### config.mk
export PLATFORM = sky130hd
export DESIGN_NAME = cr16_regfile_mp
export DESIGN_NICKNAME = d
export VERILOG_FILES = /design/src/rtl/cr16_pkg.sv /design/src/rtl/cr16_regfile_rdport.sv /design/src/rtl/cr16_regfile_mp.sv
export SDC_FILE = /design/constraint.sdc
export NUM_CORES = 1
export LEC_CHECK = 0
export ABC_AREA = 1
export CAP_MARGIN = 20
export CORE_UTILIZATION = 45
export CTS_CLUSTER_SIZE = 16
export DETAILED_ROUTE_END_ITERATION = 8
export GPL_ROUTABILITY_DRIVEN = 0
export MAX_ROUTING_LAYER = met4
export SLEW_MARGIN = 10
export SYNTH_ARGS = -nofsm -noshare
export SYNTH_HDL_FRONTEND = slang
export SYNTH_SLANG_ARGS = --single-unit
export TNS_END_PERCENT = 100
### constraint.sdc
create_clock -name I_CLK -period 4.1 [get_ports I_CLK]
set_input_delay 0.82 -clock I_CLK [delete_from_list [all_inputs] [get_ports I_CLK]]
set_output_delay 0.82 -clock I_CLK [all_outputs]
set_load 0.02 [all_outputs]
### src/rtl/cr16_pkg.sv
// +----------------------------------------------------------------------------+
// | cr16_pkg : shared defaults and helpers for the CR16 multi-port regfile      |
// | Revision : 1.0                                                              |
// +----------------------------------------------------------------------------+
`default_nettype none

package cr16_pkg;

   localparam int c_DATA_WIDTH = 16;
   localparam int c_REG_COUNT  = 16;
   localparam int c_ADDR_WIDTH = 4;

   typedef logic [c_ADDR_WIDTH-1:0] reg_idx_t;

   // Index width for a register count; a two-entry file still needs one bit.
   function automatic int f_addr_width(input int count);
      return (count <= 2) ? 1 : $clog2(count);
   endfunction

endpackage

`default_nettype wire

### src/rtl/cr16_regfile_rdport.sv
// +----------------------------------------------------------------------------+
// | cr16_regfile_rdport : one registered read port with range check and        |
// | optional write-to-read forwarding (macro CR16_REGFILE_BYPASS_EN)            |
// | Revision : 1.0                                                              |
// +----------------------------------------------------------------------------+
`default_nettype none

module cr16_regfile_rdport
   import cr16_pkg::*;
#(
   parameter int DATA_WIDTH = c_DATA_WIDTH,
   parameter int REG_COUNT  = c_REG_COUNT,
   parameter int ADDR_WIDTH = c_ADDR_WIDTH
) (
   input  logic                                 clk,
   input  logic                                 rst,
   input  logic                                 i_rd_en,
   input  logic [ADDR_WIDTH-1:0]                i_rd_addr,
   input  logic [REG_COUNT-1:0][DATA_WIDTH-1:0] i_regs,
   input  logic [REG_COUNT-1:0]                 i_busy,
   input  logic                                 i_wr_en,
   input  logic [ADDR_WIDTH-1:0]                i_wr_addr,
   input  logic [DATA_WIDTH-1:0]                i_wr_data,
   input  logic                                 i_lock_en,
   input  logic [ADDR_WIDTH-1:0]                i_lock_addr,
   output logic [DATA_WIDTH-1:0]                o_rd_data,
   output logic                                 o_rd_busy
);

   logic                  w_in_range;
   logic                  w_fwd;
   logic                  w_fwd_busy;
   logic [DATA_WIDTH-1:0] w_data;
   logic                  w_busy;
   logic [DATA_WIDTH-1:0] r_rd_data;
   logic                  r_rd_busy;

   assign w_in_range = (32'(i_rd_addr) < REG_COUNT);

`ifdef CR16_REGFILE_BYPASS_EN
   // A same-cycle lock still wins over the forwarded write's busy clear.
   assign w_fwd      = i_wr_en && (i_wr_addr == i_rd_addr);
   assign w_fwd_busy = i_lock_en && (i_lock_addr == i_rd_addr);
`else
   logic w_unused;
   assign w_fwd      = 1'b0;
   assign w_fwd_busy = 1'b0;
   assign w_unused   = ^{i_wr_en, i_wr_addr, i_wr_data, i_lock_en, i_lock_addr};
`endif

   always_comb begin
      w_data = '0;
      w_busy = 1'b0;
      if (w_in_range) begin
         if (w_fwd) begin
            w_data = i_wr_data;
            w_busy = w_fwd_busy;
         end else begin
            w_data = i_regs[i_rd_addr];
            w_busy = i_busy[i_rd_addr];
         end
      end
   end

   always_ff @(posedge clk) begin
      if (rst) begin
         r_rd_data <= '0;
         r_rd_busy <= 1'b0;
      end else if (i_rd_en) begin
         r_rd_data <= w_data;
         r_rd_busy <= w_busy;
      end
   end

   assign o_rd_data = r_rd_data;
   assign o_rd_busy = r_rd_busy;

endmodule

`default_nettype wire

### src/rtl/cr16_regfile_mp.sv
// +----------------------------------------------------------------------------+
// | cr16_regfile_mp : 1W/2R register file with per-register busy scoreboard    |
// | Optional forwarding via macro CR16_REGFILE_BYPASS_EN                        |
// | Revision : 1.0                                                              |
// +----------------------------------------------------------------------------+
`default_nettype none

module cr16_regfile_mp
   import cr16_pkg::*;
#(
   parameter  int DATA_WIDTH = c_DATA_WIDTH,
   parameter  int REG_COUNT  = c_REG_COUNT,
   localparam int ADDR_WIDTH = f_addr_width(REG_COUNT)
) (
   input  logic                  I_CLK,
   input  logic                  I_RESET,
   input  logic                  I_WR_EN,
   input  logic [ADDR_WIDTH-1:0] I_WR_ADDR,
   input  logic [DATA_WIDTH-1:0] I_WR_DATA,
   input  logic                  I_RD_EN_A,
   input  logic [ADDR_WIDTH-1:0] I_RD_ADDR_A,
   input  logic                  I_RD_EN_B,
   input  logic [ADDR_WIDTH-1:0] I_RD_ADDR_B,
   output logic [DATA_WIDTH-1:0] O_RD_DATA_A,
   output logic [DATA_WIDTH-1:0] O_RD_DATA_B,
   output logic                  O_RD_BUSY_A,
   output logic                  O_RD_BUSY_B,
   input  logic                  I_LOCK_EN,
   input  logic [ADDR_WIDTH-1:0] I_LOCK_ADDR,
   output logic [REG_COUNT-1:0]  O_BUSY_VEC
);

   logic [REG_COUNT-1:0][DATA_WIDTH-1:0] w_regs;
   logic [REG_COUNT-1:0]                 w_busy;

   // Decoding against each in-range index makes out-of-range writes/locks no-ops.
   for (genvar gi = 0; gi < REG_COUNT; gi++) begin : g_reg
      logic                  w_wr_hit;
      logic                  w_lock_hit;
      logic [DATA_WIDTH-1:0] r_data;
      logic                  r_bsy;

      assign w_wr_hit   = I_WR_EN   && (I_WR_ADDR   == ADDR_WIDTH'(gi));
      assign w_lock_hit = I_LOCK_EN && (I_LOCK_ADDR == ADDR_WIDTH'(gi));

      always_ff @(posedge I_CLK) begin
         if (I_RESET) begin
            r_data <= '0;
            r_bsy  <= 1'b0;
         end else begin
            if (w_wr_hit) begin
               r_data <= I_WR_DATA;
            end
            if (w_lock_hit) begin
               r_bsy <= 1'b1;
            end else if (w_wr_hit) begin
               r_bsy <= 1'b0;
            end
         end
      end

      assign w_regs[gi] = r_data;
      assign w_busy[gi] = r_bsy;
   end

   assign O_BUSY_VEC = w_busy;

   cr16_regfile_rdport #(
      .DATA_WIDTH (DATA_WIDTH),
      .REG_COUNT  (REG_COUNT),
      .ADDR_WIDTH (ADDR_WIDTH)
   ) u_rdport_a (
      .clk         (I_CLK),
      .rst         (I_RESET),
      .i_rd_en     (I_RD_EN_A),
      .i_rd_addr   (I_RD_ADDR_A),
      .i_regs      (w_regs),
      .i_busy      (w_busy),
      .i_wr_en     (I_WR_EN),
      .i_wr_addr   (I_WR_ADDR),
      .i_wr_data   (I_WR_DATA),
      .i_lock_en   (I_LOCK_EN),
      .i_lock_addr (I_LOCK_ADDR),
      .o_rd_data   (O_RD_DATA_A),
      .o_rd_busy   (O_RD_BUSY_A)
   );

   cr16_regfile_rdport #(
      .DATA_WIDTH (DATA_WIDTH),
      .REG_COUNT  (REG_COUNT),
      .ADDR_WIDTH (ADDR_WIDTH)
   ) u_rdport_b (
      .clk         (I_CLK),
      .rst         (I_RESET),
      .i_rd_en     (I_RD_EN_B),
      .i_rd_addr   (I_RD_ADDR_B),
      .i_regs      (w_regs),
      .i_busy      (w_busy),
      .i_wr_en     (I_WR_EN),
      .i_wr_addr   (I_WR_ADDR),
      .i_wr_data   (I_WR_DATA),
      .i_lock_en   (I_LOCK_EN),
      .i_lock_addr (I_LOCK_ADDR),
      .o_rd_data   (O_RD_DATA_B),
      .o_rd_busy   (O_RD_BUSY_B)
   );

endmodule

`default_nettype wire

==> metrics.txt, run 1 <==
status finished clean; CTS Hold Bufs 0; worst path required time 4.47 ns; Hold Crit Start g_reg[8].r_data[1]$_SDFFE_PP0P_; Layout Skew around 0.018 ns; CTS buffer count 37; final period utilization 0.671; type of origin of the critical path input port; Antenna Cells 0; vias per inst a little under 6; final cell count without fillers slightly above 3000; post-CTS setup buffers 0; die area ~37000 um2; Final #Nets 2662; CTS tree done; reg2reg setup slack between 2 and 3 ns; Max Buffers Root-to-Sink 3; Post-Synthesis Cell Area ~16000 um2; Die Y between 150 and 200 um; post-synthesis sequential area ratio 0.377; Yosys reg bits roughly 310; Max-slew headroom 0.198; fillers ~3700; Hold WC Path Type reg2reg; hpwl dp between 40000 and 50000 um; static leakage around 0.0067 uW; DRC 0; RSZ-0062 raised after global routing false; Final Util 0.515; Die W 192 um; final hold violations 0; worst skew pair latency between 0.5 and 0.6 ns; hold depth 2; worst reg-to-reg path cell count 8; Synth Net Count ~2700; Cells after DPL 3044; vias roughly 18000; Setup TNS 0 ns; layout cells sized above 1 0.0570; clock tree root buffer cell clkbuf_16; max_cap viols 0; H-tree Lvls 2; Starting DRT DRC Count 2052; WP data arrival roughly 3.1 ns; drt first pass iters 6; crit-path max FO 22; Worst Setup Path Type in2reg; # resized after CTS 0; endpoint of the worst hold-timing path g_reg[8].r_data[1]$_SDFFE_PP0P_; CTS Sinks 306; Final setup viols 0; per-cell routed wire length 21.2 um; Crit. End Element flip-flop; Top Ports 88; GRT Overall Usage 0.370; Slew @ Worst Pin 1.20 ns; initial antenna violation count 0; first-pass GRT wire length roughly 100000 um; clk slew on worst S/H paths approximately 0.060 ns; synth warn 0; top cells by area, synth dfxtp_1, nand2_1, nand3_1; Total Routed Length around 66000 um; post-synth top area cell dfxtp_1; largest net degree at the start of global routing approximately 150; grt ovf 0; worst vdd ir 0.418 mV; Syn Inst Count 2685; number of port buffers 87; number of global-route vias before repair roughly 16000; CORE AREA 35600 um2; final antenna-violating net count 0; Max Fclk about 360 MHz; Slew Viols, Final 0; Pwr per Cell Area roughly 390 nW/um2; final worst path period need 2.75 ns; reg-to-reg endpoint u_rdport_a.o_rd_data[12]$_SDFFE_PP0P_; area delta synth->final 12.7%; post-synth top area share 0.377; r2r startpoint g_reg[12].r_data[12]$_SDFFE_PP0P_; Initial Util 0.457; Syn Area/Cell roughly 6.1 um2; Yosys cell types 19; num rows 69
==> per-stage QoR <==
step | setup WS (ns) | instance area [um2] | hold slack, ns | total power (uW)
2_1_floorplan | 2.09 | 16300 | 0.453 | 3660
3_3_place_gp | 0.856 | 17100 | 0.461 | 4020
3_5_place_dp | 0.826 | 17100 | 0.468 | 4030
4_1_cts | 1.38 | 18300 | 0.477 | 7230
5_1_grt | 1.18 | 18300 | 0.485 | 7430
6_report | 1.35 | 18300 | 0.476 | 7230
==> metal layers <==
layer / wire length (um) / up-vias / track usage
met5: 0 / - / -
li1: - / 8503 / -
met2: 30500 / 993 / 0.574
met4: 3980 / 0 / 0.212
met3: 6360 / 198 / 0.0616
met1: 25200 / 8360 / 0.454
==> report_power, final <==
part,switching [uW],internal (uW),leakage (uW)
combinational,670,252,0.00365
clock,1310,1910,0.000585
sequential,45.9,3030,0.00248
==> layout by cell type (no fill, tap or decap) <==
| cell type | instances |
|---|---|
| a21oi_1 | 272 |
| inv_2 | 19 |
| nand2_1 | 1225 |
| buf_2 | 3 |
| nand3_1 | 448 |
| and3_1 | 1 |
| buf_12 | 7 |
| clkbuf_16 | 37 |
| nor2_1 | 75 |
| clkbuf_8 | 11 |
| nand2_2 | 1 |
| nand3_2 | 2 |
| clkbuf_1 | 7 |
| inv_1 | 43 |
| buf_8 | 4 |
| inv_4 | 2 |
| buf_4 | 40 |
| nor2_4 | 6 |
| clkdlybuf4s50_1 | 81 |
| nor2_2 | 11 |
| nand4_1 | 33 |
| dfxtp_1 | 306 |
| clkinv_2 | 7 |
| bufinv_16 | 1 |
| clkinv_1 | 5 |
| nor3_1 | 1 |
==> cells in the mapped netlist <==
cell and number:
nand4_1 33, nand3_2 2, clkbuf_1 148, nor2_4 6
clkinv_1 5, buf_4 18, nand2_2 1, buf_2 44
nand2_1 1225, nor3_1 1, buf_1 25, nor2_2 11
a21oi_1 272, and3_1 1, inv_2 21, nand3_1 448
nor2_1 75, dfxtp_1 306, inv_1 43
==> state kept, by name (all words and copies together), names as in the netlist <==
register / count
u_rdport_b.o_rd_busy: 1
u_rdport_a.o_rd_busy: 1
g.r_bsy: 16
u_rdport_a.o_rd_data: 16
g.r_data: 256
u_rdport_b.o_rd_data: 16
==> worst max-delay path, cell delays in order <==
cell	delay (ns)
clkdlybuf4s50_1	0.45
buf_4	0.25
inv_2	0.07
nor2_4	0.32
nand2_2	0.27
nor2_4	0.45
inv_2	0.28
nand2_1	0.13
a21oi_1	0.07
==> how the worst max path moves through the flow <==
stage                   startpoint                               endpoint  slack [ns]  cells after the start
floorplan           I_RD_ADDR_B[1]  u_rdport_b.o_rd_data[12]$_SDFFE_PP0P_        2.09                     11
CTS                        I_WR_EN        g_reg[2].r_data[6]$_SDFFE_PP0P_        1.38                      9
detailed placement         I_WR_EN        g_reg[2].r_data[3]$_SDFFE_PP0P_        0.83                      9
global route               I_WR_EN        g_reg[2].r_data[3]$_SDFFE_PP0P_        1.18                      9
finish                     I_WR_EN        g_reg[2].r_data[6]$_SDFFE_PP0P_        1.35                      9
global placement           I_WR_EN        g_reg[2].r_data[6]$_SDFFE_PP0P_        0.86                      9
==> cell families (layout without fill, tap and decap cells) <==
| kind of cell | after synthesis | count (layout) | share of synthesized area |
|---|---|---|---|
| AO/OA/AOI/OAI | 272 | 272 | 0.0838 |
| buffers and inverters | 304 | 267 | 0.0778 |
| flip-flops | 306 | 306 | 0.377 |
| AND/OR/NAND/NOR | 1803 | 1803 | 0.462 |
==> layout make-up <==
| type | count | area [um2] | area share |
|---|---|---|---|
| Multi-Input combinational cell | 2075 | 8860 | 0.484 |
| Sequential cell | 306 | 6130 | 0.334 |
| Timing Repair Buffer | 135 | 1330 | 0.0724 |
| Clock buffer | 55 | 1100 | 0.0602 |
| Tap cell | 461 | 577 | 0.0315 |
| Inverter | 69 | 264 | 0.0144 |
| Clock inverter | 8 | 65.1 | 0.00355 |
No activity file was read; power rests on OpenSTA's default activity.
==> inputs of run 2 (changes only) <==
Settings changed: PLACE_DENSITY set to 0.65.
Clock period 4.1 ns to 2.5 ns, I/O delays scaled along.
==> run 2 against run 1 <==
Effect of this change: clock-buffer cell count is 3 higher; register-to-register slack worse by 1.5 ns; global-route usage shrank 1.3 points; via count grew 1.5%; sequential share of layout area decreased by 0.76 points; die area stayed put; combinational power grew 70%; clock power grew 67%; final area rose by 2.3%; routed wire length down 2.6%; largest cell class unchanged; highest routed layer unchanged.
==> metrics.txt, run 2 (synthesis results as in run 1) <==
CORE AREA 35600 um2 (unchanged); Max Fclk 457 MHz; Final #Nets 2701 (was 2662); die area 36900 um2 (unchanged); Crit. End Element primary output (was flip-flop); Critical path buffers and inverters 1 (was 4); Fin Hold WS 0.367 ns (was 0.476 ns); commonest non-fill, non-tap cells in the layout nand2_1, nand3_1, dfxtp_1 (unchanged); static leakage 0.00695 uW (was 0.00672 uW); vias 18300 (was 18100); hpwl dp 41200 um (was 40600 um); reg2reg setup slack 1.16 ns (was 2.63 ns); Starting DRT DRC Count 1960 (was 2052); Pwr per Cell Area 639 nW/um2 (was 394 nW/um2); Slew Viols, Final 0 (unchanged); final hold violations 0 (unchanged); Total Routed Length 64300 um (was 66100 um); M2 GR Usage 0.542 (was 0.574); worst skew pair latency 0.52 ns (was 0.54 ns); Max Buffers Root-to-Sink 3 (unchanged); Worst Setup Path Type reg2out (was in2reg); Final setup viols 0 (unchanged); worst reg-to-reg path cell count 8 (unchanged); GRT Overall Usage 0.357 (was 0.370); Slew @ Worst Pin 0.503 ns (was 1.20 ns); area delta synth->final 15.4% (was 12.7%); DRC 0 (unchanged); final worst path period need ~2.2 ns; DP Area 17600 um2 (was 17100 um2); Max-slew headroom 0.664 (was 0.198); crit-path max FO 4 (was 22); post-CTS setup buffers 0 (unchanged); per-cell routed wire length 20.4 um (was 21.2 um); final instance area 18800 um2 (was 18300 um2); number of global-route vias before repair 16700 (was 16300); H-tree Lvls 2 (unchanged); layout cells sized above 1 0.0688 (was 0.0570); largest net degree at the start of global routing 81 (was 146); drt first pass iters 7 (was 6); CP top delay family buffers and inverters (was simple AND/OR/NAND/NOR gates); Cells after DPL 3086 (was 3044); commonest non-fill, non-tap cell in the layout nand2_1 (unchanged); number of port buffers 87 (unchanged); GRT busiest layer met2 (unchanged); CTS Hold Bufs 0 (unchanged); RSZ-0062 raised after global routing false (unchanged); met3 Use GR 0.0590 (was 0.0616); hold depth 2 (unchanged); Setup WS pre-CTS 0.200 ns (was 0.826 ns); CP max stage delay 0.67 ns (was 0.45 ns); final cell count without fillers 3150 (was 3109); clock tree root buffer cell clkbuf_16 (unchanged); Die Y 192 um (unchanged); CTS tree done (unchanged); CTS buffer count 36 (was 37); met1 GRT Util 0.438 (was 0.454); vias per inst 5.82 (was 5.81); Setup TNS 0 ns (unchanged); CP cell instances clkdlybuf4s50_1 (was clkdlybuf4s50_1 > buf_4 > inv_2 > nor2_4 > nand2_2 > nor2_4 > inv_2 > nand2_1 > a21oi_1); Antenna Cells 0 (unchanged); Top Ports 88 (unchanged); Layout Skew 0.0155 ns (was 0.0182 ns); worst path required time 2.00 ns (was 4.47 ns); status finished clean (unchanged); num rows 69 (unchanged); Die W 192 um (unchanged); Crit path depth 1 (was 9); CP max stage cell clkdlybuf4s50_1 (unchanged); Final WS setup 0.312 ns (was 1.35 ns); final antenna-violating net count 0 (unchanged); final period utilization 0.875; worst vdd ir 0.533 mV (was 0.418 mV); Initial Util 0.457 (unchanged); max_cap viols 0 (unchanged); WP data arrival 1.69 ns (was 3.12 ns); clk slew on worst S/H paths 0.06 ns (about the same); initial antenna violation count 0 (unchanged); CTS Sinks 306 (unchanged); type of origin of the critical path flip-flop (was input port); grt ovf 0 (unchanged); # resized after CTS 0 (unchanged); Hold WC Path Type in2reg (was reg2reg); first-pass GRT wire length 97500 um (was 99600 um); Largest Register g.r_data (unchanged); max reg flops 256 (unchanged)
## run 2: power breakdown
part | switching [uW] | internal (uW) | total [uW]
logic | 1100 | 469 | 1570
clock network | 2110 | 3270 | 5380
registers | 71.8 | 4970 | 5040
total | 3280 | 8710 | 12000
## run 2: metal layers
layer / vias to the layer above / share of wire
met5: - / 0
met4: 0 / 0.074
met3: 245 / 0.10
met2: 1112 / 0.44
met1: 8389 / 0.38
li1: 8573 / -
## run 2: worst paths after layout
| check | start | endpoint |
|---|---|---|
| worst max register to register | g_reg[12].r_data[13]$_SDFFE_PP0P_ | u_rdport_a.o_rd_data[13]$_SDFFE_PP0P_ |
| worst min register to register | g_reg[14].r_data[9]$_SDFFE_PP0P_ | g_reg[14].r_data[9]$_SDFFE_PP0P_ |
| worst min-delay path | I_RESET | g_reg[5].r_data[5]$_SDFFE_PP0P_ |
| worst max-delay path | g_reg[5].r_bsy$_SDFFE_PP0P_ | O_BUSY_VEC[5] |
## run 2: area by class of cell
cell class / count / area [um2]
repair buffers: 175 / 1730
clock buffers: 58 / 1080
inverters: 69 / 264
clock inverters: 6 / 105
fillers: 3552 / 16800
multi-input cells: 2075 / 8860
flip-flops and latches: 306 / 6130
well taps: 461 / 577
## run 2: through the flow
| stage | total power (uW) | utilization |
|---|---|---|
| finish | 12000 | 0.527 |
| floorplan | 6010 | - |
| global placement | 6650 | 0.494 |
| CTS | 12000 | 0.527 |
| global route | 12300 | 0.527 |
| detailed placement | 6660 | 0.494 |
==> inputs of run 3 (changes only) <==
Settings changed: CORE_ASPECT_RATIO set to 1.5, PLACE_DENSITY 0.65 to not set.
Clock period 2.5 ns to 2.75 ns, I/O delays scaled along.
==> run 3 against run 2 <==
Effect of this change: non-clock buffer count shrank 4; global-route usage grew 2.8 points; flip-flop and latch count unchanged; cell count about the same; combinational power is 7% lower; routed wire length grew 7.5%; sequential power is 9.1% lower; final area fell by 0.22%; register-to-register slack gained 0.05 ns; total power down 8.0%; critical path type unchanged; largest cell class unchanged; highest routed layer unchanged.
==> metrics.txt, run 3 (synthesis results as in run 1) <==
status finished clean (unchanged); Max-slew headroom 0.567 (was 0.664); RSZ-0062 raised after global routing false (unchanged); hpwl dp 43300 um (was 41200 um); reg2reg setup slack 1.21 ns (was 1.16 ns); routed wl met2 31700 um (was 28400 um); # resized after CTS 0 (unchanged); grt ovf 0 (unchanged); Total Routed Length 69100 um (was 64300 um); commonest non-fill, non-tap cells in the layout nand2_1, nand3_1, dfxtp_1 (unchanged); flip-flop and latch area 6130 um2 (unchanged); Final WS setup 0.527 ns (was 0.312 ns); Crit. End Element primary output (unchanged); post-CTS setup buffers 0 (unchanged); number of port buffers 87 (unchanged); Internal 7970 uW (was 8710 uW); final hold violations 0 (unchanged); per-cell routed wire length 21.9 um (was 20.4 um); CP max stage cell clkdlybuf4s50_1 (unchanged); static leakage 0.00692 uW (was 0.00695 uW); Sw Share 0.278 (was 0.273); Max Used Layer met4 (unchanged); CTS Hold Bufs 0 (unchanged); multi-input logic area 8860 um2 (unchanged); Clock Power Share 0.452 (was 0.449); final worst path period need between 2 and 2.5 ns; Die Y 235 um (was 192 um); hold depth 2 (unchanged); drt first pass iters 6 (was 7); CTS buffer count 34 (was 36); Antenna Cells 0 (unchanged); clk slew on worst S/H paths 0.06 ns (about the same); metal1 wirelength 24800 um (was 24700 um); Largest Register g.r_data (unchanged); WP data arrival 1.67 ns (was 1.69 ns); endpoint of the worst hold-timing path g_reg[14].r_data[15]$_SDFFE_PP0P_ (was g_reg[5].r_data[5]$_SDFFE_PP0P_); Top Ports 88 (unchanged); Flop pwr share 0.415 (was 0.421); clock tree root buffer cell clkbuf_16 (unchanged); Critical path buffers and inverters 1 (unchanged); vias per inst 5.83 (was 5.82); reg-to-reg endpoint u_rdport_b.o_rd_busy$_SDFFE_PP0P_ (was u_rdport_a.o_rd_data[13]$_SDFFE_PP0P_); num rows 84 (was 69); Initial Util 0.460 (was 0.457); commonest non-fill, non-tap cell in the layout nand2_1 (unchanged); CTS Sinks 306 (unchanged); r2r startpoint g_reg[1].r_bsy$_SDFFE_PP0P_ (was g_reg[12].r_data[13]$_SDFFE_PP0P_); Die W 157 um (was 192 um); Slew Viols, Final 0 (unchanged); Hold WC Path Type reg2reg (was in2reg); P_sw 3070 uW (was 3280 uW); DRC 0 (unchanged); initial antenna violation count 0 (unchanged); CP max stage delay 0.67 ns (about the same); worst vdd ir 0.548 mV (was 0.533 mV); Worst Setup Path Type reg2out (unchanged); first-pass GRT wire length 103000 um (was 97500 um); Starting DRT DRC Count 2053 (was 1960); GRT Overall Usage 0.385 (was 0.357); number of global-route vias before repair 16900 (was 16700); CORE AREA 35300 um2 (was 35600 um2); final period utilization 0.808; Layout Skew 0.0115 ns (was 0.0155 ns); final cell count without fillers 3152 (was 3150); Setup TNS 0 ns (unchanged); worst skew pair latency 0.54 ns (was 0.52 ns); crit-path max FO 4 (unchanged); Hold Crit Start g_reg[14].r_data[15]$_SDFFE_PP0P_ (was I_RESET); max_cap viols 0 (unchanged); Max Fclk between 400 and 500 MHz; area delta synth->final 15.1% (was 15.4%); fillers 3642 (was 3552); CTS tree done (unchanged); H-tree Lvls 2 (unchanged); largest net degree at the start of global routing 82 (was 81); Cells after DPL 3094 (was 3086); WL met3 5780 um (was 6500 um); Slew @ Worst Pin 0.645 ns (was 0.503 ns); max reg flops 256 (unchanged); Max Buffers Root-to-Sink 3 (unchanged); worst reg-to-reg path cell count 8 (unchanged); Comb pwr share 0.132 (was 0.131); type of origin of the critical path flip-flop (unchanged); Final #Nets 2695 (was 2701); CP top delay family buffers and inverters (unchanged); final antenna-violating net count 0 (unchanged); die area 36900 um2 (about the same); layout cells sized above 1 0.0683 (was 0.0688); Pwr per Cell Area 590 nW/um2 (was 639 nW/um2); Fin Hold WS 0.477 ns (was 0.367 ns); vias 18400 (was 18300); total power 11000 uW (was 12000 uW); CP cell instances clkdlybuf4s50_1 (unchanged); Final setup viols 0 (unchanged); worst path required time 2.20 ns (was 2.00 ns); Setup WS pre-CTS 0.320 ns (was 0.200 ns)
run 3: changes by cell type in the layout (fill, tap and decap cells not counted), sizes merged:
cell and change:
buf -4, bufinv +1, clkbuf -8, clkinv -1, clkinvlp +1, inv +1
run 3: per-stage QoR:
| stage | instance area, um2 | utilization |
|---|---|---|
| after global routing | 18700 | 0.530 |
| after detailed placement | 17500 | 0.496 |
| after CTS | 18700 | 0.530 |
| after global placement | 17500 | 0.496 |
| final | 18700 | 0.530 |
| after floorplan | 16300 | - |
run 3: how the worst max path moves through the flow:
stage	endpoint	from	cells after the start
after floorplan	u_rdport_b.o_rd_data[12]$_SDFFE_PP0P_	I_RD_ADDR_B[1]	11
after global placement	g_reg[9].r_data[0]$_SDFFE_PP0P_	I_WR_ADDR[0]	6
after detailed placement	g_reg[9].r_data[1]$_SDFFE_PP0P_	I_WR_ADDR[0]	6
after CTS	O_BUSY_VEC[2]	g_reg[2].r_bsy$_SDFFE_PP0P_	1
after global routing	O_BUSY_VEC[2]	g_reg[2].r_bsy$_SDFFE_PP0P_	1
final	O_BUSY_VEC[4]	g_reg[4].r_bsy$_SDFFE_PP0P_	1
run 3: layer usage:
metal	global-route usage	vias to the layer above
li1	-	8548
met1	0.439	8481
met2	0.583	1054
met3	0.0596	299
met4	0.331	0
met5	-	-
run 3: final cells by class:
| type | count | area share |
|---|---|---|
| multi-input cells | 2075 | 0.474 |
| inverters | 69 | 0.0141 |
| clock buffers | 50 | 0.0564 |
| well taps | 473 | 0.0316 |
| flip-flops and latches | 306 | 0.327 |
| repair buffers | 171 | 0.0891 |
| clock inverters | 8 | 0.00782 |
run 3: power by group through the flow:
stage	combinational (uW)	sequential, uW	clock (uW)
floorplan	756	4710	0
global placement	1400	4680	0
detailed placement	1410	4680	0
CTS	1410	4580	5020
global route	1530	4590	5200
finish	1460	4580	4990
